$ cat src/rtl/id_stage_hs_if.sv
// Bundle of IF-side, head-side and EX-side signals of id_stage_hs; slave is the stage's view.
// Defining ID_PERF_CNT_EN adds the two event counter outputs.
interface id_stage_hs_if #(
    parameter int INSTR_WIDTH = 16,
    parameter int ADDR_WIDTH  = 8,
    parameter int REG_WIDTH   = 4,
    parameter int IMM_WIDTH   = 8
);
    logic                   in_valid_i;
    logic                   in_ready_o;
    logic [INSTR_WIDTH-1:0] instr_i;
    logic [ADDR_WIDTH-1:0]  pc_i;
    logic                   flush_i;
    logic [REG_WIDTH-1:0]   rf_r1_o;
    logic [REG_WIDTH-1:0]   rf_r2_o;
    logic                   jump_o;
    logic [IMM_WIDTH-1:0]   jump_addr_o;
    logic                   halted_o;
    logic                   out_valid_o;
    logic                   out_ready_i;
    logic [ADDR_WIDTH-1:0]  pc_o;
    logic [REG_WIDTH-1:0]   rs_o;
    logic [REG_WIDTH-1:0]   rt_o;
    logic [REG_WIDTH-1:0]   rd_o;
    logic [IMM_WIDTH-1:0]   imm_o;
    logic [8:0]             cv_o;
`ifdef ID_PERF_CNT_EN
    logic [15:0]            bubble_cnt_o;
    logic [15:0]            full_cnt_o;
`endif

    modport master (
        output in_valid_i, instr_i, pc_i, flush_i, out_ready_i,
        input  in_ready_o, rf_r1_o, rf_r2_o, jump_o, jump_addr_o, halted_o,
               out_valid_o, pc_o, rs_o, rt_o, rd_o, imm_o, cv_o
`ifdef ID_PERF_CNT_EN
        , input bubble_cnt_o, full_cnt_o
`endif
    );

    modport slave (
        input  in_valid_i, instr_i, pc_i, flush_i, out_ready_i,
        output in_ready_o, rf_r1_o, rf_r2_o, jump_o, jump_addr_o, halted_o,
               out_valid_o, pc_o, rs_o, rt_o, rd_o, imm_o, cv_o
`ifdef ID_PERF_CNT_EN
        , output bubble_cnt_o, full_cnt_o
`endif
    );
endinterface

$ cat src/rtl/id_stage_hs.sv
// Decode stage: BUF_DEPTH FIFO -> CTR decode -> ID/EX register, load-use bubble, sticky halt, flush (ID_PERF_CNT_EN adds counters).
// One edge FIFO-to-ID/EX; out_ready_i low holds ID/EX and FIFO, in_ready_o drops when FIFO full or halted.
module id_stage_hs #(
    parameter int INSTR_WIDTH = 16,
    parameter int ADDR_WIDTH  = 8,
    parameter int OP_WIDTH    = 4,
    parameter int REG_WIDTH   = 4,
    parameter int IMM_WIDTH   = 8,
    parameter int BUF_DEPTH   = 2
) (
    input  logic         clk,
    input  logic         rst,
    id_stage_hs_if.slave bus
);
    localparam int PTR_W = $clog2(BUF_DEPTH);
    localparam int CNT_W = $clog2(BUF_DEPTH + 1);
    localparam int CV_MEMREAD = 5;
    localparam int CV_REGDST  = 4;

    typedef struct packed {
        logic       stop;
        logic       jump;
        logic [8:0] cv;
    } ctr_t;

    // cv bits: RegWrite ALUop Branch MemRead RegDst MemWrite MemToReg Mov Floating
    function automatic ctr_t ctr_decode(input logic [OP_WIDTH-1:0] op);
        ctr_t c;
        c = '0;
        case (op)
            OP_WIDTH'(1):  c.cv = 9'b1_1_0_0_1_0_0_0_0;
            OP_WIDTH'(2):  c.cv = 9'b1_1_0_0_0_0_0_0_0;
            OP_WIDTH'(3):  c.cv = 9'b1_0_0_1_0_0_1_0_0;
            OP_WIDTH'(4):  c.cv = 9'b0_0_0_0_0_1_0_0_0;
            OP_WIDTH'(5):  c.cv = 9'b0_1_1_0_0_0_0_0_0;
            OP_WIDTH'(6):  c.jump = 1'b1;
            OP_WIDTH'(7):  c.cv = 9'b1_0_0_0_1_0_0_1_0;
            OP_WIDTH'(8):  c.cv = 9'b1_1_0_0_1_0_0_0_1;
            OP_WIDTH'(15): c.stop = 1'b1;
            default:       c = '0;
        endcase
        return c;
    endfunction

    logic [INSTR_WIDTH-1:0] fifo_instr_q [BUF_DEPTH];
    logic [ADDR_WIDTH-1:0]  fifo_pc_q    [BUF_DEPTH];
    logic [PTR_W-1:0]       rd_ptr_q, rd_ptr_d, wr_ptr_q, wr_ptr_d;
    logic [CNT_W-1:0]       count_q, count_d;
    logic                   halted_q, halted_d;
    logic                   out_vld_q, out_vld_d;
    logic [ADDR_WIDTH-1:0]  pc_q, pc_d;
    logic [REG_WIDTH-1:0]   rs_q, rs_d, rt_q, rt_d, rd_q, rd_d;
    logic [IMM_WIDTH-1:0]   imm_q, imm_d;
    logic [8:0]             cv_q, cv_d;

    logic [INSTR_WIDTH-1:0] head_instr;
    logic [REG_WIDTH-1:0]   head_rs, head_rt, head_rd, dst;
    logic [IMM_WIDTH-1:0]   head_imm;
    ctr_t                   head_ctr;
    logic                   head_vld, in_rdy, push, adv, hz, issue, pop;

    assign head_instr = fifo_instr_q[rd_ptr_q];
    assign head_rs    = head_instr[INSTR_WIDTH-OP_WIDTH-1 -: REG_WIDTH];
    assign head_rt    = head_instr[INSTR_WIDTH-OP_WIDTH-REG_WIDTH-1 -: REG_WIDTH];
    assign head_rd    = head_instr[REG_WIDTH-1:0];
    assign head_imm   = head_instr[IMM_WIDTH-1:0];
    assign head_ctr   = ctr_decode(head_instr[INSTR_WIDTH-1 -: OP_WIDTH]);
    assign head_vld   = (count_q != '0);

    // Ready looks only at registered state, so a full FIFO refuses even while popping.
    assign in_rdy = (count_q < CNT_W'(BUF_DEPTH)) && !halted_q;
    assign push   = bus.in_valid_i && in_rdy && !bus.flush_i;
    assign adv    = !out_vld_q || bus.out_ready_i;
    assign dst    = cv_q[CV_REGDST] ? rd_q : rt_q;
    assign hz     = out_vld_q && cv_q[CV_MEMREAD] && ((dst == head_rs) || (dst == head_rt));
    assign issue  = adv && head_vld && !hz && !halted_q;
    assign pop    = issue && !bus.flush_i;

    always_comb begin
        rd_ptr_d  = rd_ptr_q;
        wr_ptr_d  = wr_ptr_q;
        count_d   = count_q;
        halted_d  = halted_q;
        out_vld_d = out_vld_q;
        pc_d      = pc_q;
        rs_d      = rs_q;
        rt_d      = rt_q;
        rd_d      = rd_q;
        imm_d     = imm_q;
        cv_d      = cv_q;
        if (bus.flush_i || (adv && !issue)) begin
            out_vld_d = 1'b0;
            pc_d      = '0;
            rs_d      = '0;
            rt_d      = '0;
            rd_d      = '0;
            imm_d     = '0;
            cv_d      = '0;
        end else if (issue) begin
            out_vld_d = 1'b1;
            pc_d      = fifo_pc_q[rd_ptr_q];
            rs_d      = head_rs;
            rt_d      = head_rt;
            rd_d      = head_rd;
            imm_d     = head_imm;
            cv_d      = head_ctr.cv;
            if (head_ctr.stop) halted_d = 1'b1;
        end
        if (bus.flush_i) begin
            rd_ptr_d = '0;
            wr_ptr_d = '0;
            count_d  = '0;
            halted_d = 1'b0;
        end else begin
            if (push) wr_ptr_d = wr_ptr_q + PTR_W'(1);
            if (pop)  rd_ptr_d = rd_ptr_q + PTR_W'(1);
            count_d = count_q + CNT_W'(push) - CNT_W'(pop);
        end
    end

    always_ff @(posedge clk) begin
        if (push) begin
            fifo_instr_q[wr_ptr_q] <= bus.instr_i;
            fifo_pc_q[wr_ptr_q]    <= bus.pc_i;
        end
    end

    always_ff @(posedge clk or negedge rst) begin
        if (!rst) begin
            rd_ptr_q  <= '0;
            wr_ptr_q  <= '0;
            count_q   <= '0;
            halted_q  <= 1'b0;
            out_vld_q <= 1'b0;
            pc_q      <= '0;
            rs_q      <= '0;
            rt_q      <= '0;
            rd_q      <= '0;
            imm_q     <= '0;
            cv_q      <= '0;
        end else begin
            rd_ptr_q  <= rd_ptr_d;
            wr_ptr_q  <= wr_ptr_d;
            count_q   <= count_d;
            halted_q  <= halted_d;
            out_vld_q <= out_vld_d;
            pc_q      <= pc_d;
            rs_q      <= rs_d;
            rt_q      <= rt_d;
            rd_q      <= rd_d;
            imm_q     <= imm_d;
            cv_q      <= cv_d;
        end
    end

    assign bus.in_ready_o  = in_rdy;
    assign bus.rf_r1_o     = head_rs;
    assign bus.rf_r2_o     = head_rt;
    assign bus.jump_o      = head_vld && head_ctr.jump;
    assign bus.jump_addr_o = head_imm;
    assign bus.halted_o    = halted_q;
    assign bus.out_valid_o = out_vld_q;
    assign bus.pc_o        = pc_q;
    assign bus.rs_o        = rs_q;
    assign bus.rt_o        = rt_q;
    assign bus.rd_o        = rd_q;
    assign bus.imm_o       = imm_q;
    assign bus.cv_o        = cv_q;

`ifdef ID_PERF_CNT_EN
    logic [15:0] bubble_cnt_q, full_cnt_q;

    // Counters survive flush; only reset clears them.
    always_ff @(posedge clk or negedge rst) begin
        if (!rst) begin
            bubble_cnt_q <= '0;
            full_cnt_q   <= '0;
        end else begin
            if (adv && head_vld && !issue && !bus.flush_i) bubble_cnt_q <= bubble_cnt_q + 16'd1;
            if (bus.in_valid_i && !in_rdy)                 full_cnt_q   <= full_cnt_q + 16'd1;
        end
    end

    assign bus.bubble_cnt_o = bubble_cnt_q;
    assign bus.full_cnt_o   = full_cnt_q;
`endif
endmodule

$ cat src/flat_wrapper.sv
// flat-port wrapper written by rule: the top's interface ports become plain ports
module id_stage_hs_flat 
#(
    parameter int INSTR_WIDTH = 16,
    parameter int ADDR_WIDTH  = 8,
    parameter int OP_WIDTH    = 4,
    parameter int REG_WIDTH   = 4,
    parameter int IMM_WIDTH   = 8,
    parameter int BUF_DEPTH   = 2
)
  (clk, rst, bus_in_valid_i, bus_instr_i, bus_pc_i, bus_flush_i, bus_out_ready_i, bus_in_ready_o, bus_rf_r1_o, bus_rf_r2_o, bus_jump_o, bus_jump_addr_o, bus_halted_o, bus_out_valid_o, bus_pc_o, bus_rs_o, bus_rt_o, bus_rd_o, bus_imm_o, bus_cv_o);
  id_stage_hs_if #(.INSTR_WIDTH(INSTR_WIDTH), .ADDR_WIDTH(ADDR_WIDTH), .REG_WIDTH(REG_WIDTH), .IMM_WIDTH(IMM_WIDTH)) bus_i ();
  input  logic clk;
  input  logic rst;
  input wire logic [$bits(bus_i.in_valid_i)-1:0] bus_in_valid_i;
  input wire logic [$bits(bus_i.instr_i)-1:0] bus_instr_i;
  input wire logic [$bits(bus_i.pc_i)-1:0] bus_pc_i;
  input wire logic [$bits(bus_i.flush_i)-1:0] bus_flush_i;
  input wire logic [$bits(bus_i.out_ready_i)-1:0] bus_out_ready_i;
  output wire logic [$bits(bus_i.in_ready_o)-1:0] bus_in_ready_o;
  output wire logic [$bits(bus_i.rf_r1_o)-1:0] bus_rf_r1_o;
  output wire logic [$bits(bus_i.rf_r2_o)-1:0] bus_rf_r2_o;
  output wire logic [$bits(bus_i.jump_o)-1:0] bus_jump_o;
  output wire logic [$bits(bus_i.jump_addr_o)-1:0] bus_jump_addr_o;
  output wire logic [$bits(bus_i.halted_o)-1:0] bus_halted_o;
  output wire logic [$bits(bus_i.out_valid_o)-1:0] bus_out_valid_o;
  output wire logic [$bits(bus_i.pc_o)-1:0] bus_pc_o;
  output wire logic [$bits(bus_i.rs_o)-1:0] bus_rs_o;
  output wire logic [$bits(bus_i.rt_o)-1:0] bus_rt_o;
  output wire logic [$bits(bus_i.rd_o)-1:0] bus_rd_o;
  output wire logic [$bits(bus_i.imm_o)-1:0] bus_imm_o;
  output wire logic [$bits(bus_i.cv_o)-1:0] bus_cv_o;
  assign bus_i.in_valid_i = bus_in_valid_i;
  assign bus_i.instr_i = bus_instr_i;
  assign bus_i.pc_i = bus_pc_i;
  assign bus_i.flush_i = bus_flush_i;
  assign bus_i.out_ready_i = bus_out_ready_i;
  assign bus_in_ready_o = bus_i.in_ready_o;
  assign bus_rf_r1_o = bus_i.rf_r1_o;
  assign bus_rf_r2_o = bus_i.rf_r2_o;
  assign bus_jump_o = bus_i.jump_o;
  assign bus_jump_addr_o = bus_i.jump_addr_o;
  assign bus_halted_o = bus_i.halted_o;
  assign bus_out_valid_o = bus_i.out_valid_o;
  assign bus_pc_o = bus_i.pc_o;
  assign bus_rs_o = bus_i.rs_o;
  assign bus_rt_o = bus_i.rt_o;
  assign bus_rd_o = bus_i.rd_o;
  assign bus_imm_o = bus_i.imm_o;
  assign bus_cv_o = bus_i.cv_o;
  id_stage_hs #(.INSTR_WIDTH(INSTR_WIDTH), .ADDR_WIDTH(ADDR_WIDTH), .OP_WIDTH(OP_WIDTH), .REG_WIDTH(REG_WIDTH), .IMM_WIDTH(IMM_WIDTH), .BUF_DEPTH(BUF_DEPTH)) u_core (.clk(clk), .rst(rst), .bus(bus_i));
endmodule
$ cat config.mk
export PLATFORM = sky130hd
export DESIGN_NAME = id_stage_hs_flat
export DESIGN_NICKNAME = d
export VERILOG_FILES = /design/src/rtl/id_stage_hs_if.sv /design/src/rtl/id_stage_hs.sv /design/src/flat_wrapper.sv
export SDC_FILE = /design/constraint.sdc
export NUM_CORES = 1
export LEC_CHECK = 0
export CAP_MARGIN = 20
export CORE_ASPECT_RATIO = 0.7
export CORE_MARGIN = 1.5
export CORE_UTILIZATION = 47
export CTS_BUF_LIST = sky130_fd_sc_hd__clkbuf_4 sky130_fd_sc_hd__clkbuf_8
export DETAILED_ROUTE_END_ITERATION = 8
export GPL_ROUTABILITY_DRIVEN = 1
export HOLD_SLACK_MARGIN = 0.02
export PLACE_DENSITY = 0.76
export SYNTH_ARGS = -nofsm -noshare
export SYNTH_HDL_FRONTEND = slang
export SYNTH_SLANG_ARGS = --single-unit
$ cat constraint.sdc
create_clock -name clk -period 3.95 [get_ports clk]
set_input_delay 0.9875 -clock clk [delete_from_list [all_inputs] [get_ports clk]]
set_output_delay 0.9875 -clock clk [all_outputs]
set_load 0.03 [all_outputs]
==> summary.txt, run 1 <==
Die
  • I/O Pins: 86
  • Width of the die: 107 um
  • Starting Density: 0.489
  • Placement row count: 26
  • Die area: 0.00818 mm2
  • DIE HEIGHT: 76.1 um
  • Core ar.: 0.00735 mm2

Min path
  • Hold Crit Class: flop to flop
  • Worst Hold Launch: u_core.bus.pc_o[2]

Worst setup path
  • Worst EP arrival: 2520 ps
  • Setup Crit Path Kind: flop to output pin
  • Critical path required time: 2960 ps
  • Crit start category: flop
  • Crit path from: u_core.rd_ptr_q
  • Nature of the critical path endpoint: output pin
  • RR Startpoint: u_core.rd_ptr_q
  • Crit-path max FO: 21

Synthesis
  • Top post-synthesis cells by area: edfxtp_1, dfrtp_1, mux2i_1
  • Synth warn: 0
  • #FFs+latches synth: 82
  • Leading area contributor after synthesis: edfxtp_1
  • Post-synth top area share: 0.401
  • Syn Nets: 308
  • Register area share after synthesis: 0.638
  • Cell variety after synth: 41
  • Post-Syn Area: 0.00359 mm2
  • Mean Syn Cell Area: 13.0 um2
  • Synth Instances: 277

Global route
  • Vias in the first global route: 2,339
  • Pin count of the biggest net entering global routing: 35
  • Antenna violations before repair: 0
  • Tot GR Track Use: 0.199
  • Global-route wire length before repair: 12.2 mm
  • Total grt overflow: 0

STA
  • Setup-failing EPs final: 0
  • Clock Skew: 7.02 ps
  • Fin. Hold Viols: 0
  • Worst-Margin Slew: 823 ps
  • Slew Limit Fails: 0
  • Total negative slack: 0 ps
  • Slew HR: 0.451
  • Final worst path period need: 3510 ps
  • Fin crit share: 0.889
  • RSZ-0062 raised after global routing: no
  • F_max: 285 MHz

Placement
  • Port buffer count: 85
  • Area after DPL: 0.00445 mm2
  • DPL Wire Length: 5.30 mm
  • Placed cells: 439
  • GPL Wtd Cong: 0.818

Layout
  • Fin cells: 455
  • Storage cell area: 0.00229 mm2
  • Share of cells above drive strength 1: 0.0924
  • Layout area overhead: 28.6%
  • Multi-input logic area: 0.00107 mm2
  • Final net count: 383
  • FILL cells: 584
  • Fin util: 0.628
  • Finished Cell Area: 0.00462 mm2
  • Diode count: 0

Route
  • Antenna Nets Post-Route: 0
  • Residual DRC: 0
  • M1 WL: 3.54 mm
  • Met3 WL: 457 um
  • Max Used Layer: met4
  • Metal2 WL: 3.64 mm
  • Post-DR wirelength/cell: 17.0 um
  • Initial DRC Count: 124
  • Detailed Routing Iterations Pass 1: 4
  • Routed WL: 7.75 mm
  • Via density: 5.31
  • Via count: 2,418

Clock tree
  • CTS Buf Count: 9
  • CTS tree: yes
  • Max Root-Sink Buffers: 2
  • CTS Hold Buffers Added: 0
  • Root Driver: clkbuf_8
  • Worst-Skew Late Latency: 350 ps
  • Setup Fix Bufs, Post-CTS: 0
  • Clk sinks: 82
  • H-Tree Depth: 3
  • Clk slew on worst S/H paths: 80 ps
  • Post_cts resized: 0

Power
  • Leakage: 1.74 nW
  • Max VDD drop: 0.292 mV
  • Total power: 2.82 mW
  • Power Density: 610 mW/mm2

Outcome
  • Outcome: complete, no violations

Run
  • Maxcap violations: 0
## worst max-delay path, stage by stage, from the launching register on
cell	delay, ps
dfrtp_2	520
buf_4	400
mux2i_4	150
nor4b_1	330
clkdlybuf4s50_1	740
## registers in the layout (all words and copies together), names as in the netlist
| signal | cells |
|---|---|
| u_core.bus.pc_o | 8 |
| u_core.count_q | 2 |
| u_core.rd_ptr_q | 1 |
| u_core.fifo_instr_q | 32 |
| u_core.fifo_pc_q | 16 |
| u_core.bus.imm_o | 7 |
| u_core.bus.rt_o | 1 |
| u_core.bus.out_valid_o | 1 |
| u_core.bus.halted_o | 1 |
| u_core.bus.rs_o | 4 |
| u_core.bus.cv_o | 8 |
| u_core.wr_ptr_q | 1 |
## cells in the final DEF (no fill, tap or decap), drive strengths merged, types with 2 or more instances in the layout
cell type / Yosys / final
dfrtp: 34 / 34
nand4: 4 / 4
or3: 2 / 2
nand2b: 2 / 2
nand2: 33 / 33
edfxtp: 48 / 48
xnor2: 10 / 10
o41ai: 2 / 2
inv: 16 / 16
clkdlybuf4s50: 0 / 84
mux2i: 27 / 27
clkinv: 0 / 3
ha: 2 / 2
xor2: 3 / 3
buf: 21 / 8
nor2b: 2 / 2
and2: 2 / 2
clkinvlp: 0 / 2
nand3: 8 / 8
and3: 2 / 2
o31ai: 26 / 26
clkbuf: 7 / 11
o21ai: 4 / 4
nor2: 9 / 9
## cells by family after synthesis
logic type | count (synthesis) | share of synthesized area
muxes | 28 | 0.0829
xor gates and xnor gates | 13 | 0.0317
adders and majority gates | 2 | 0.00697
DFF | 82 | 0.638
AOI/OAI and AO/OA | 40 | 0.0871
buffers and inverters | 44 | 0.0651
and+or+nand+nor | 68 | 0.0881
## through the flow
step | hold slack [ps] | worst slack [ps]
floorplan | 519 | 471
global placement | 461 | 784
detailed placement | 469 | 830
CTS | 486 | 415
global route | 501 | 217
finish | 479 | 438
## synthesized netlist by cell type (all sizes together)
| cell type | instances |
|---|---|
| nor4 | 1 |
| a41o | 1 |
| nor4b | 1 |
| ha | 2 |
| dfrtp | 34 |
| edfxtp | 48 |
| or3 | 2 |
| mux2i | 27 |
| o2bb2ai | 1 |
| nand3 | 8 |
| clkbuf | 7 |
| nand2b | 2 |
| nand4 | 4 |
| nor2b | 2 |
| a31oi | 1 |
| mux2 | 1 |
| o41ai | 2 |
| o22ai | 1 |
| or3b | 1 |
| o21ai | 4 |
| nor3 | 1 |
| a2111oi | 1 |
| xor2 | 3 |
| and3 | 2 |
| a31o | 1 |
| and2 | 2 |
| o211ai | 1 |
| xnor2 | 10 |
| a21oi | 1 |
| nand2 | 33 |
| buf | 21 |
| o31ai | 26 |
| inv | 16 |
| nor2 | 9 |
## report_power, final
group          switching, mW  internal [mW]
Clock                  0.290          0.239
Combinational          0.683          0.465
Sequential            0.0993           1.04
## layout make-up
cell class | count | share of cell area
clock inverters | 5 | 0.00677
well taps | 98 | 0.0266
inverters | 16 | 0.0130
flip-flops and latches | 82 | 0.497
repair buffers | 92 | 0.195
clock buffers | 11 | 0.0301
multi-input cells | 151 | 0.232
## layer usage
layer	track usage	vias up
met1	0.275	1195
met3	0.0513	10
li1	-	1136
met2	0.308	77
met4	0.0645	0
met5	0	-
## final timing paths
kind | to | slack (ps) | cells after the start
worst max-delay path | bus_jump_o | 440 | 4
worst min-delay path | u_core.bus.pc_o[2] | 480 | 2
worst max register to register | u_core.count_q[0] | 1120 | 10
worst min register to register | u_core.bus.pc_o[2] | 480 | 2
max in group asynchronous | u_core.rd_ptr_q | 2650 | 1
min in group asynchronous | u_core.bus.rt_o[3] | 730 | 1
No activity file was read; power rests on OpenSTA's default activity.
==> run 2: changes to the inputs <==
--- a/config.mk
+++ b/config.mk
@@ -14,4 +14,5 @@
 export GPL_ROUTABILITY_DRIVEN = 1
-export HOLD_SLACK_MARGIN = 0.02
+export HOLD_SLACK_MARGIN = 0.08
 export PLACE_DENSITY = 0.76
+export SLEW_MARGIN = 10
 export SYNTH_ARGS = -nofsm -noshare
--- a/constraint.sdc
+++ b/constraint.sdc
@@ -3,2 +3,2 @@
 set_output_delay 0.9875 -clock clk [all_outputs]
-set_load 0.03 [all_outputs]
+set_load 0.005 [all_outputs]
==> summary.txt, run 2 (synthesis gave the netlist of run 1 again) <==
Power
  • Max VDD drop: 0.332 mV (+14%)
  • Power Density: 569 mW/mm2 (-6.7%)
  • Leakage: 1.76 nW (+0.83%)

Route
  • Initial DRC Count: 171 (+38%)
  • Routed WL: 8.02 mm (+3.5%)
  • Residual DRC: 0 (unchanged)
  • Via density: 5.35 (+0.59%)
  • Post-DR wirelength/cell: 17.7 um (+3.8%)
  • Antenna Nets Post-Route: 0 (unchanged)
  • Detailed Routing Iterations Pass 1: 4 (unchanged)
  • Via count: 2,427 (+0.37%)

Worst setup path
  • Nature of the critical path endpoint: output pin
  • Setup Crit Path Kind: flop to output pin
  • Crit-path max FO: 20 (-4.8%)
  • R2r setup slk: 1060 ps (-60 ps)
  • Worst EP arrival: 2380 ps (-140 ps)
  • Crit start category: flop
  • Critical path required time: 2960 ps (about the same)

STA
  • Final worst path period need: 3370 ps (-143 ps)
  • Clock Skew: 10.1 ps (+3.06 ps)
  • RSZ-0062 raised after global routing: no
  • WHS: 482 ps (+2.87 ps)
  • Total negative slack: 0 ps (unchanged)
  • Setup-failing EPs final: 0 (unchanged)
  • Slew HR: 0.451 (about the same)
  • Slew Limit Fails: 0 (unchanged)
  • Fin. Hold Viols: 0 (unchanged)
  • F_max: 297 MHz (+4.2%)
  • Fin crit share: 0.853 (-0.0362)
  • Worst-Margin Slew: 824 ps (+0.656 ps)

Placement
  • Area after DPL: 0.00445 mm2 (+0.11%)
  • Port buffer count: 85 (unchanged)
  • Placed cells: 438 (-0.23%)
  • DPL Wire Length: 5.50 mm (+3.8%)
  • GPL Wtd Cong: 0.767 (-6.3%)

Clock tree
  • Clk sinks: 82 (unchanged)
  • CTS tree: yes
  • Setup Fix Bufs, Post-CTS: 0 (unchanged)
  • Clk slew on worst S/H paths: 80 ps (about the same)
  • Root Driver: clkbuf_8
  • Max Root-Sink Buffers: 2 (unchanged)
  • CTS Buf Count: 9 (unchanged)
  • CTS Hold Buffers Added: 0 (unchanged)
  • Post_cts resized: 0 (unchanged)
  • Worst-Skew Late Latency: 350 ps (about the same)
  • H-Tree Depth: 3 (unchanged)

Global route
  • Tot GR Track Use: 0.210 (+0.0113)
  • Antenna violations before repair: 0 (unchanged)
  • Pin count of the biggest net entering global routing: 35 (unchanged)
  • Vias in the first global route: 2,454 (+4.9%)
  • Total grt overflow: 0 (unchanged)
  • Global-route wire length before repair: 12.9 mm (+5.5%)

Layout
  • Multi-input logic area: 0.00107 mm2 (unchanged)
  • Diode count: 0 (unchanged)
  • Storage cell area: 0.00229 mm2 (unchanged)
  • Largest registers: u_core.fifo_instr_q (32), u_core.fifo_pc_q (16)
  • Layout area overhead: 29.4%
  • FILL cells: 577 (-1.2%)
  • Finished Cell Area: 0.00465 mm2 (+0.62%)
  • Commonest non-fill, non-tap cells in the layout: clkdlybuf4s50_1, edfxtp_1, dfrtp_1
  • Max reg flops: 32 (unchanged)
  • Most common cell after layout, fill and taps aside: clkdlybuf4s50_1
  • Share of cells above drive strength 1: 0.0927 (+0.000260)
  • Fin cells: 454 (-0.22%)
  • Most flop-heavy register: u_core.fifo_instr_q
  • Final net count: 382 (-0.26%)
  • Fin util: 0.632 (+0.00392)

Die
  • Die area: 0.00818 mm2 (unchanged)
  • Placement row count: 26 (unchanged)
  • Starting Density: 0.489 (unchanged)
  • DIE HEIGHT: 76.1 um (unchanged)
  • I/O Pins: 86 (unchanged)
  • Width of the die: 107 um (unchanged)
  • Core ar.: 0.00735 mm2 (unchanged)

Min path
  • Hold Crit Class: flop to flop

Outcome
  • Outcome: complete, no violations

Run
  • Maxcap violations: 0 (unchanged)
[run 2: critical path, stage by stage, from the launching register on]
cell,delay [ps]
dfrtp_2,560
buf_4,410
mux2i_4,160
nor4b_1,330
clkdlybuf4s50_1,580
[run 2: where the power goes]
group | total (mW) | internal, mW | switching, mW
combinational | 0.913 | 0.465 | 0.448
sequential | 1.14 | 1.04 | 0.101
clock | 0.589 | 0.304 | 0.285
[run 2: final timing paths]
check                                 endpoint  cells past startpoint               start
setup / recovery                    bus_jump_o                      4     u_core.rd_ptr_q
setup reg to reg             u_core.count_q[1]                     11     u_core.rd_ptr_q
min in group asynchronous  u_core.bus.imm_o[4]                      1                 rst
hold / removal              u_core.bus.pc_o[2]                      2  u_core.bus.pc_o[2]
max in group asynchronous      u_core.rd_ptr_q                      1                 rst
hold reg to reg             u_core.bus.pc_o[2]                      2  u_core.bus.pc_o[2]
[run 2: metal layers]
layer  global-route usage  up-vias  share of wire
met5                    0        -              0
met2                0.323       85           0.48
li1                     -     1128              -
met3               0.0539        4          0.063
met4               0.0566        0         0.0031
met1                0.299     1210           0.45
[run 2: layout make-up]
cell class | count | area share
clock inverters | 5 | 0.0118
clock buffers | 11 | 0.0299
multi-input cells | 151 | 0.231
well taps | 98 | 0.0264
flip-flops and latches | 82 | 0.494
inverters | 16 | 0.0129
repair buffers | 91 | 0.194
[run 2: stage by stage]
step / total power, mW / worst slack [ps]
finish: 2.65 / 581
global route: 2.79 / 401
CTS: 2.66 / 554
detailed placement: 2.07 / 869
global placement: 2.04 / 930
floorplan: 1.66 / 613
==> run 3: changes to the inputs <==
Settings changed: DONT_BUFFER_PORTS from default to 1, PLACE_DENSITY 0.76 to 0.59.
==> summary.txt, run 3 (synthesis gave the netlist of run 1 again) <==
Layout
  • FILL cells: 671 (+16%)
  • Commonest non-fill, non-tap cells in the layout: edfxtp_1, dfrtp_1, nand2_1
  • Multi-input logic area: 0.00107 mm2 (unchanged)
  • Diode count: 0 (unchanged)
  • Storage cell area: 0.00229 mm2 (unchanged)
  • Fin util: 0.515 (-0.117)
  • Most flop-heavy register: u_core.fifo_instr_q
  • Layout area overhead: 5.50%
  • Share of cells above drive strength 1: 0.115 (+0.0221)
  • Max reg flops: 32 (unchanged)
  • Most common cell after layout, fill and taps aside: edfxtp_1
  • Largest registers: u_core.fifo_instr_q (32), u_core.fifo_pc_q (16)
  • Final net count: 296 (-23%)

Worst setup path
  • Crit-path max FO: 31 (+55%)
  • FF-to-FF End: u_core.count_q[0]
  • Setup Crit Path Kind: flop to output pin
  • Critical path required time: 2960 ps (about the same)
  • Nature of the critical path endpoint: output pin
  • Worst EP arrival: 2230 ps (-150 ps)
  • Crit start category: flop
  • R2r setup slk: 1080 ps (+20 ps)
  • Reg2reg path depth: 9 (-2)
  • RR Startpoint: u_core.rd_ptr_q

Clock tree
  • CTS tree: yes
  • Clk sinks: 82 (unchanged)
  • Post_cts resized: 0 (unchanged)
  • CTS Hold Buffers Added: 0 (unchanged)
  • Setup Fix Bufs, Post-CTS: 0 (unchanged)
  • Clk slew on worst S/H paths: 80 ps (about the same)
  • H-Tree Depth: 3 (unchanged)
  • Root Driver: clkbuf_8
  • Worst-Skew Late Latency: 350 ps (about the same)
  • Max Root-Sink Buffers: 2 (unchanged)
  • CTS Buf Count: 9 (unchanged)

STA
  • WHS: 318 ps (-164 ps)
  • F_max: 311 MHz (+4.7%)
  • Slew HR: 0.407 (-0.0432)
  • Fin. Hold Viols: 0 (unchanged)
  • RSZ-0062 raised after global routing: no
  • Slew Limit Fails: 0 (unchanged)
  • Clock Skew: 5.22 ps (-4.87 ps)
  • Final worst path period need: 3220 ps (-151 ps)
  • Fin crit share: 0.815 (-0.0383)
  • Total negative slack: 0 ps (unchanged)
  • Worst-Margin Slew: 889 ps (+64.9 ps)
  • Setup-failing EPs final: 0 (unchanged)

Power
  • Reg power frac: 0.507 (+0.075)
  • Power Density: 623 mW/mm2 (+9.4%)
  • Sw Pwr: 0.780 mW (-6.4%)
  • Logic pwr share: 0.232 (-0.113)
  • Total power: 2.36 mW (-11%)
  • Max VDD drop: 0.248 mV (-25%)
  • Leakage: 1.44 nW (-18%)
  • Internal power: 1.58 mW (-13%)
  • Switching Share: 0.331 (+0.0157)
  • Clock share of power: 0.261 (+0.038)

Global route
  • Total grt overflow: 0 (unchanged)
  • Tot GR Track Use: 0.196 (-0.0143)
  • Antenna violations before repair: 0 (unchanged)
  • Grt met3 use: 0.0693 (+0.0154)
  • Pin count of the biggest net entering global routing: 35 (unchanged)
  • Global-route wire length before repair: 11.9 mm (-7.8%)
  • Global Route met1 Usage: 0.274 (-0.0243)
  • GR Util met2: 0.293 (-0.0299)
  • Vias in the first global route: 2,109 (-14%)
  • Gr busiest metal: met2

Route
  • Residual DRC: 0 (unchanged)
  • Via density: 5.55 (+3.9%)
  • Post-DR wirelength/cell: 20.1 um (+14%)
  • Antenna Nets Post-Route: 0 (unchanged)
  • Initial DRC Count: 109 (-36%)
  • Via count: 2,044 (-16%)
  • Detailed Routing Iterations Pass 1: 4 (unchanged)
  • Routed WL: 7.39 mm (-7.8%)

Die
  • Die area: 0.00818 mm2 (unchanged)
  • I/O Pins: 86 (unchanged)
  • Placement row count: 26 (unchanged)
  • DIE HEIGHT: 76.1 um (unchanged)
  • Core ar.: 0.00735 mm2 (unchanged)
  • Width of the die: 107 um (unchanged)
  • Starting Density: 0.489 (unchanged)

Min path
  • Hold Crit Class: input port to asynchronous set/reset pin

Placement
  • DPL Wire Length: 4.67 mm (-15%)
  • Port buffer count: 0 (-100%)
  • GPL Wtd Cong: 0.747 (-2.6%)

Run
  • Maxcap violations: 0 (unchanged)

Outcome
  • Outcome: complete, no violations
-- run 3: how the worst max path moves through the flow --
| stage | to | from |
|---|---|---|
| 6_report | bus_jump_o | u_core.rd_ptr_q |
| 2_1_floorplan | u_core.fifo_instr_q[0][0] | bus_flush_i |
| 4_1_cts | bus_jump_o | u_core.rd_ptr_q |
| 5_1_grt | bus_jump_o | u_core.rd_ptr_q |
| 3_3_place_gp | bus_jump_o | u_core.rd_ptr_q |
| 3_5_place_dp | u_core.count_q[0] | u_core.rd_ptr_q |
-- run 3: critical path, cell delays in order, from the launching register on --
cell     delay, ps
dfrtp_2        960
mux2_2         460
nor4b_1        450
-- run 3: stage by stage --
stage,setup WS [ps],cell area [um2],instances
final,732,3790,368
after global routing,574,3790,368
after CTS,677,3790,368
after detailed placement,1070,3590,352
after global placement,1090,3590,352
after floorplan,613,3590,277
-- run 3: layout make-up --
cell class / count / area share
Clock buffer: 10 / 0.0363
Multi-Input combinational cell: 151 / 0.283
Timing Repair Buffer: 5 / 0.00990
Clock inverter: 6 / 0.0172
Sequential cell: 82 / 0.605
Inverter: 16 / 0.0158
Tap cell: 98 / 0.0324
-- run 3: per-layer routing --
layer	wire, um	up-vias
li1	-	966
met1	3470	1001
met2	3290	69
met3	546	8
met4	77	0
met5	0	-
-- run 3: power by group through the flow --
stage / registers, mW / logic, mW / clock network (mW)
2_1_floorplan: 1.13 / 0.534 / 0
3_3_place_gp: 1.22 / 0.544 / 0
3_5_place_dp: 1.22 / 0.554 / 0
4_1_cts: 1.20 / 0.555 / 0.630
5_1_grt: 1.22 / 0.613 / 0.672
6_report: 1.20 / 0.546 / 0.616
==> RTL edit 1, RTL diff (flow settings as in run 3) <==
`ADDR_WIDTH` is set to 8 in 3 places; all go to 6.
--- a/src/rtl/id_stage_hs_if.sv
+++ b/src/rtl/id_stage_hs_if.sv
@@ -3,5 +3,5 @@
 interface id_stage_hs_if #(
     parameter int INSTR_WIDTH = 16,
-    parameter int ADDR_WIDTH  = 8,
+    parameter int ADDR_WIDTH  = 6,
     parameter int REG_WIDTH   = 4,
     parameter int IMM_WIDTH   = 8
--- a/src/rtl/id_stage_hs.sv
+++ b/src/rtl/id_stage_hs.sv
@@ -3,5 +3,5 @@
 module id_stage_hs #(
     parameter int INSTR_WIDTH = 16,
-    parameter int ADDR_WIDTH  = 8,
+    parameter int ADDR_WIDTH  = 6,
     parameter int OP_WIDTH    = 4,
     parameter int REG_WIDTH   = 4,
--- a/src/flat_wrapper.sv
+++ b/src/flat_wrapper.sv
@@ -3,5 +3,5 @@
 #(
     parameter int INSTR_WIDTH = 16,
-    parameter int ADDR_WIDTH  = 8,
+    parameter int ADDR_WIDTH  = 6,
     parameter int OP_WIDTH    = 4,
     parameter int REG_WIDTH   = 4,
Interface: changed (resized bus_pc_i and bus_pc_o); port bits go from 86 to 82. The function was not compared with the original's and may differ.
==> RTL edit 1 against run 3 <==
- clock skew is 2.2 ps higher
- setup slack better by 98 ps
- sequential power is 11% lower
- largest cell class unchanged
- non-clock buffer count is 2 higher
- final cell count is 4.6% lower
- routed wire length is 8.2% lower
- cell area is 4.5% lower
- synthesized cell count is 6.1% lower
- critical path depth is 2 higher
- register-to-register slack better by 150 ps
- highest routed layer unchanged
- die area is 5.4% lower
- sequential cell count is 6 lower
- power is 1.2% lower
- synthesized area is 5.5% lower
==> RTL edit 1: results <==
set metrics [dict create \
    critPathMaxStageDelay_ps 520 \
    postSynth.asyncResetShare_pct 42.1 \
    vias_per_cell 5.42 \
    post_drt_wl_per_cell_um 19.3 \
    tightest_slew_ps 731 \
    grt_pass1_vias 1885 \
    drive_above_1_share_pct 16.0 \
    multi_input_area_um2 1050 \
    crit_slowest_cell "dfrtp_1" \
    numSequentialCells 76 \
    gp_congestion 0.776 \
    place_ws_ps 1180 \
    buffer_area_share_pct 1.45 \
    outcome "complete, no violations" \
    yosysSeqAreaShare_pct 62.5 \
    track_usage_pct 19.0 \
    clock_skew_ps 7.39 \
    vdd_drop_max_mv 0.271 \
    crit_arrival_ps 2130 \
    synthTopCellsByArea "edfxtp_1, dfrtp_1, mux2i_1, o31ai_1, nand2_1" \
    grt_pass1_wl_mm 10.6 \
    drt_iter0_drc 118 \
    n_all_buffers 7 \
    regArea_um2 2120 \
    nNetsFinal 281 \
    synth_common_cells "edfxtp_1, dfrtp_1, nand2_1" \
    dp_hpwl_mm 4.57 \
]
[RTL edit 1: cells by family after synthesis]
| kind of cell | Yosys count | share of synthesized area (%) |
|---|---|---|
| compound gates | 38 | 8.41 |
| xor+xnor | 12 | 3.10 |
| fa+ha+maj | 2 | 0.737 |
| buf+inv | 39 | 6.75 |
| flops | 76 | 62.5 |
| mux | 28 | 9.07 |
| simple gates | 65 | 9.40 |
[RTL edit 1: layer usage]
layer / track usage [%] / vias to the layer above / wire length, um
met5: 0 / - / 0
met4: 5.56 / 0 / 51
met3: 7.98 / 5 / 503
met2: 26.9 / 68 / 2930
met1: 26.9 / 932 / 3300
li1: - / 899 / -
[RTL edit 1: metrics by stage]
stage / std cells / utilization (%) / area (um2)
5_1_grt: 351 / 52.6 / 3620
2_1_floorplan: 260 / - / 3390
6_report: 351 / 52.6 / 3620
4_1_cts: 351 / 52.6 / 3620
3_5_place_dp: 335 / 49.3 / 3390
3_3_place_gp: 335 / 49.3 / 3390
[RTL edit 1: final timing paths]
kind	startpoint	end	slack, ps	cells after the start
max	u_core.rd_ptr_q	bus_jump_o	830	4
min	rst	u_core.bus.pc_o[4]	330	0
max reg2reg	u_core.rd_ptr_q	u_core.count_q[1]	1230	11
min reg2reg	u_core.bus.rs_o[1]	u_core.bus.rs_o[1]	510	2
max in group asynchronous	rst	u_core.bus.rs_o[2]	3530	0
min in group clk	u_core.bus.rs_o[1]	u_core.bus.rs_o[1]	510	2
[RTL edit 1: where the power goes]
| part | internal, mW | leakage [nW] | switching (mW) |
|---|---|---|---|
| clock network | 0.373 | 0.116 | 0.285 |
| registers | 0.967 | 0.841 | 0.0980 |
| logic | 0.238 | 0.412 | 0.371 |
==> RTL edit 2, RTL diff (settings of run 3) <==
Without the edit above. `imm_q` no longer has a reset.
--- a/src/rtl/id_stage_hs.sv
+++ b/src/rtl/id_stage_hs.sv
@@ -137,5 +137,4 @@
             rt_q      <= '0;
             rd_q      <= '0;
-            imm_q     <= '0;
             cv_q      <= '0;
         end else begin
@@ -149,7 +148,10 @@
             rt_q      <= rt_d;
             rd_q      <= rd_d;
-            imm_q     <= imm_d;
             cv_q      <= cv_d;
         end
+    end
+
+    always_ff @(posedge clk) begin
+        imm_q <= imm_d;
     end
 
Function: differs if rst is asserted again (counterexample within 4 cycles, from zero or initial values and one cycle with rst low); with rst held inactive, the same outputs for 10 cycles.
==> RTL edit 2 against run 3 <==
- routed wire length up 4.4%
- non-clock buffer count up 3
- critical path type unchanged
- sequential cell count up 8
- setup slack better by 13 ps
- synthesized area up 5.6%
- fmax up 0.39%
- cell area up 7.8%
- via count up 6.1%
- power up 9.4%
==> RTL edit 2: results <==
set metrics [dict create \
    wl_met3_um 703 \
    met2_usage_pct 24.6 \
    dpl_cell_area_um2 3870 \
    synth_fp_nets 321 \
    cp-startpoint "u_core.rd_ptr_q" \
    r2r_end "u_core.count_q[1]" \
    ys_warn_count 0 \
    stdcell_count 394 \
    grt_pass1_vias 2036 \
    drt_iter0_drc 117 \
    use_met1_pct 27.4 \
    wl_met1_mm 3.76 \
    track_usage_pct 19.1 \
    place_ws_ps 997 \
    end_kind "output pin" \
    grt_pass1_wl_mm 11.7 \
    cts_setup_buffers 0 \
    leakagePower_nw 1.54 \
    synth_cell_types 41 \
    reg_top3 "u_core.fifo_instr_q (32), u_core.fifo_pc_q (16)" \
    wl_met2_mm 3.13 \
    grtUsageMet3_pct 9.22 \
    rrSetupSlack_ps 1250 \
    clock_skew_ps 8.67 \
    place.port_buffers 0 \
    numCtsBuffers 9 \
    synth_common_cells "edfxtp_1, nand2_1, dfrtp_1" \
    worst_r2r_path_depth 10 \
    clock_path_buffers 2 \
    synth_ff_type "edfxtp_1" \
    postSynth.asyncResetShare_pct 37.8 \
    synthTopCellsByArea "edfxtp_1, dfrtp_1, mux2i_1, o31ai_1, dfxtp_1" \
    crit_end "bus_jump_o" \
    place_inst 378 \
    finalCriticalPeriod_ps 3210 \
    avgSynthCellArea_um2 13.1 \
    dp_hpwl_mm 5.22 \
    drive_above_1_share_pct 13.7 \
    vdd_drop_max_mv 0.313 \
    post_drt_wl_per_cell_um 19.6 \
    r2r-start "u_core.rd_ptr_q" \
    grt_start_max_net_pins 39 \
    worstPathMaxFanout 17 \
    yosysSeqAreaShare_pct 64.6 \
    antenna_found_initial 0 \
    gp_congestion 0.840 \
    synth_edf_count 48 \
    outcome "complete, no violations" \
    insertion_delay_ps 360 \
    vias_per_cell 5.50 \
    tightest_slew_ps 680 \
]
RTL edit 2: cell types whose count changed after synthesis, moves of 3 or more:
cell and delta:
nand2_1 +9, nor2_1 +3, nand3_1 -3, o31ai_2 +4, nand4_1 -4, o31ai_1 +3, dfxtp_1 +8, buf_4 -8
o21ai_1 +3
RTL edit 2: worst min-delay path by stage:
stage,from,to,slack (ps),depth (start not counted)
detailed placement,u_core.bus.imm_o[1],u_core.bus.imm_o[1],470,2
global route,rst,u_core.bus.rd_o[1],280,0
global placement,u_core.bus.imm_o[2],u_core.bus.imm_o[2],470,2
finish,rst,u_core.bus.cv_o[6],310,0
floorplan,u_core.bus.imm_o[0],u_core.bus.imm_o[0],450,2
CTS,rst,u_core.bus.rt_o[2],280,0
RTL edit 2: logic make-up after synthesis:
| group | Yosys count | share of synthesized area (%) |
|---|---|---|
| muxes | 30 | 8.31 |
| xor gates and xnor gates | 13 | 3.00 |
| DFF | 90 | 64.6 |
| buffers and inverters | 37 | 5.01 |
| adders and majority gates | 2 | 0.660 |
| AOI/OAI and AO/OA | 47 | 9.70 |
| and+or+nand+nor | 71 | 8.67 |
RTL edit 2: worst max-delay path, cell delays in order, from the launching register on:
cell	delay, ps
dfrtp_2	710
buf_4	360
mux2i_2	440
nor2_1	130
and3_1	200
RTL edit 2: area by class of cell:
class,instances,area (um2)
clock buffer,11,139
clock inverter,5,78.8
fill,695,3750
inverter,16,60.1
multi-input combinational,163,1170
sequential,90,2450
tap,101,126
timing repair buffer,8,60.1
RTL edit 2: power by group:
| group | leakage [nW] | switching (mW) | internal (mW) |
|---|---|---|---|
| sequential | 0.969 | 0.135 | 1.14 |
| combinational | 0.467 | 0.386 | 0.243 |
| clock | 0.104 | 0.306 | 0.368 |
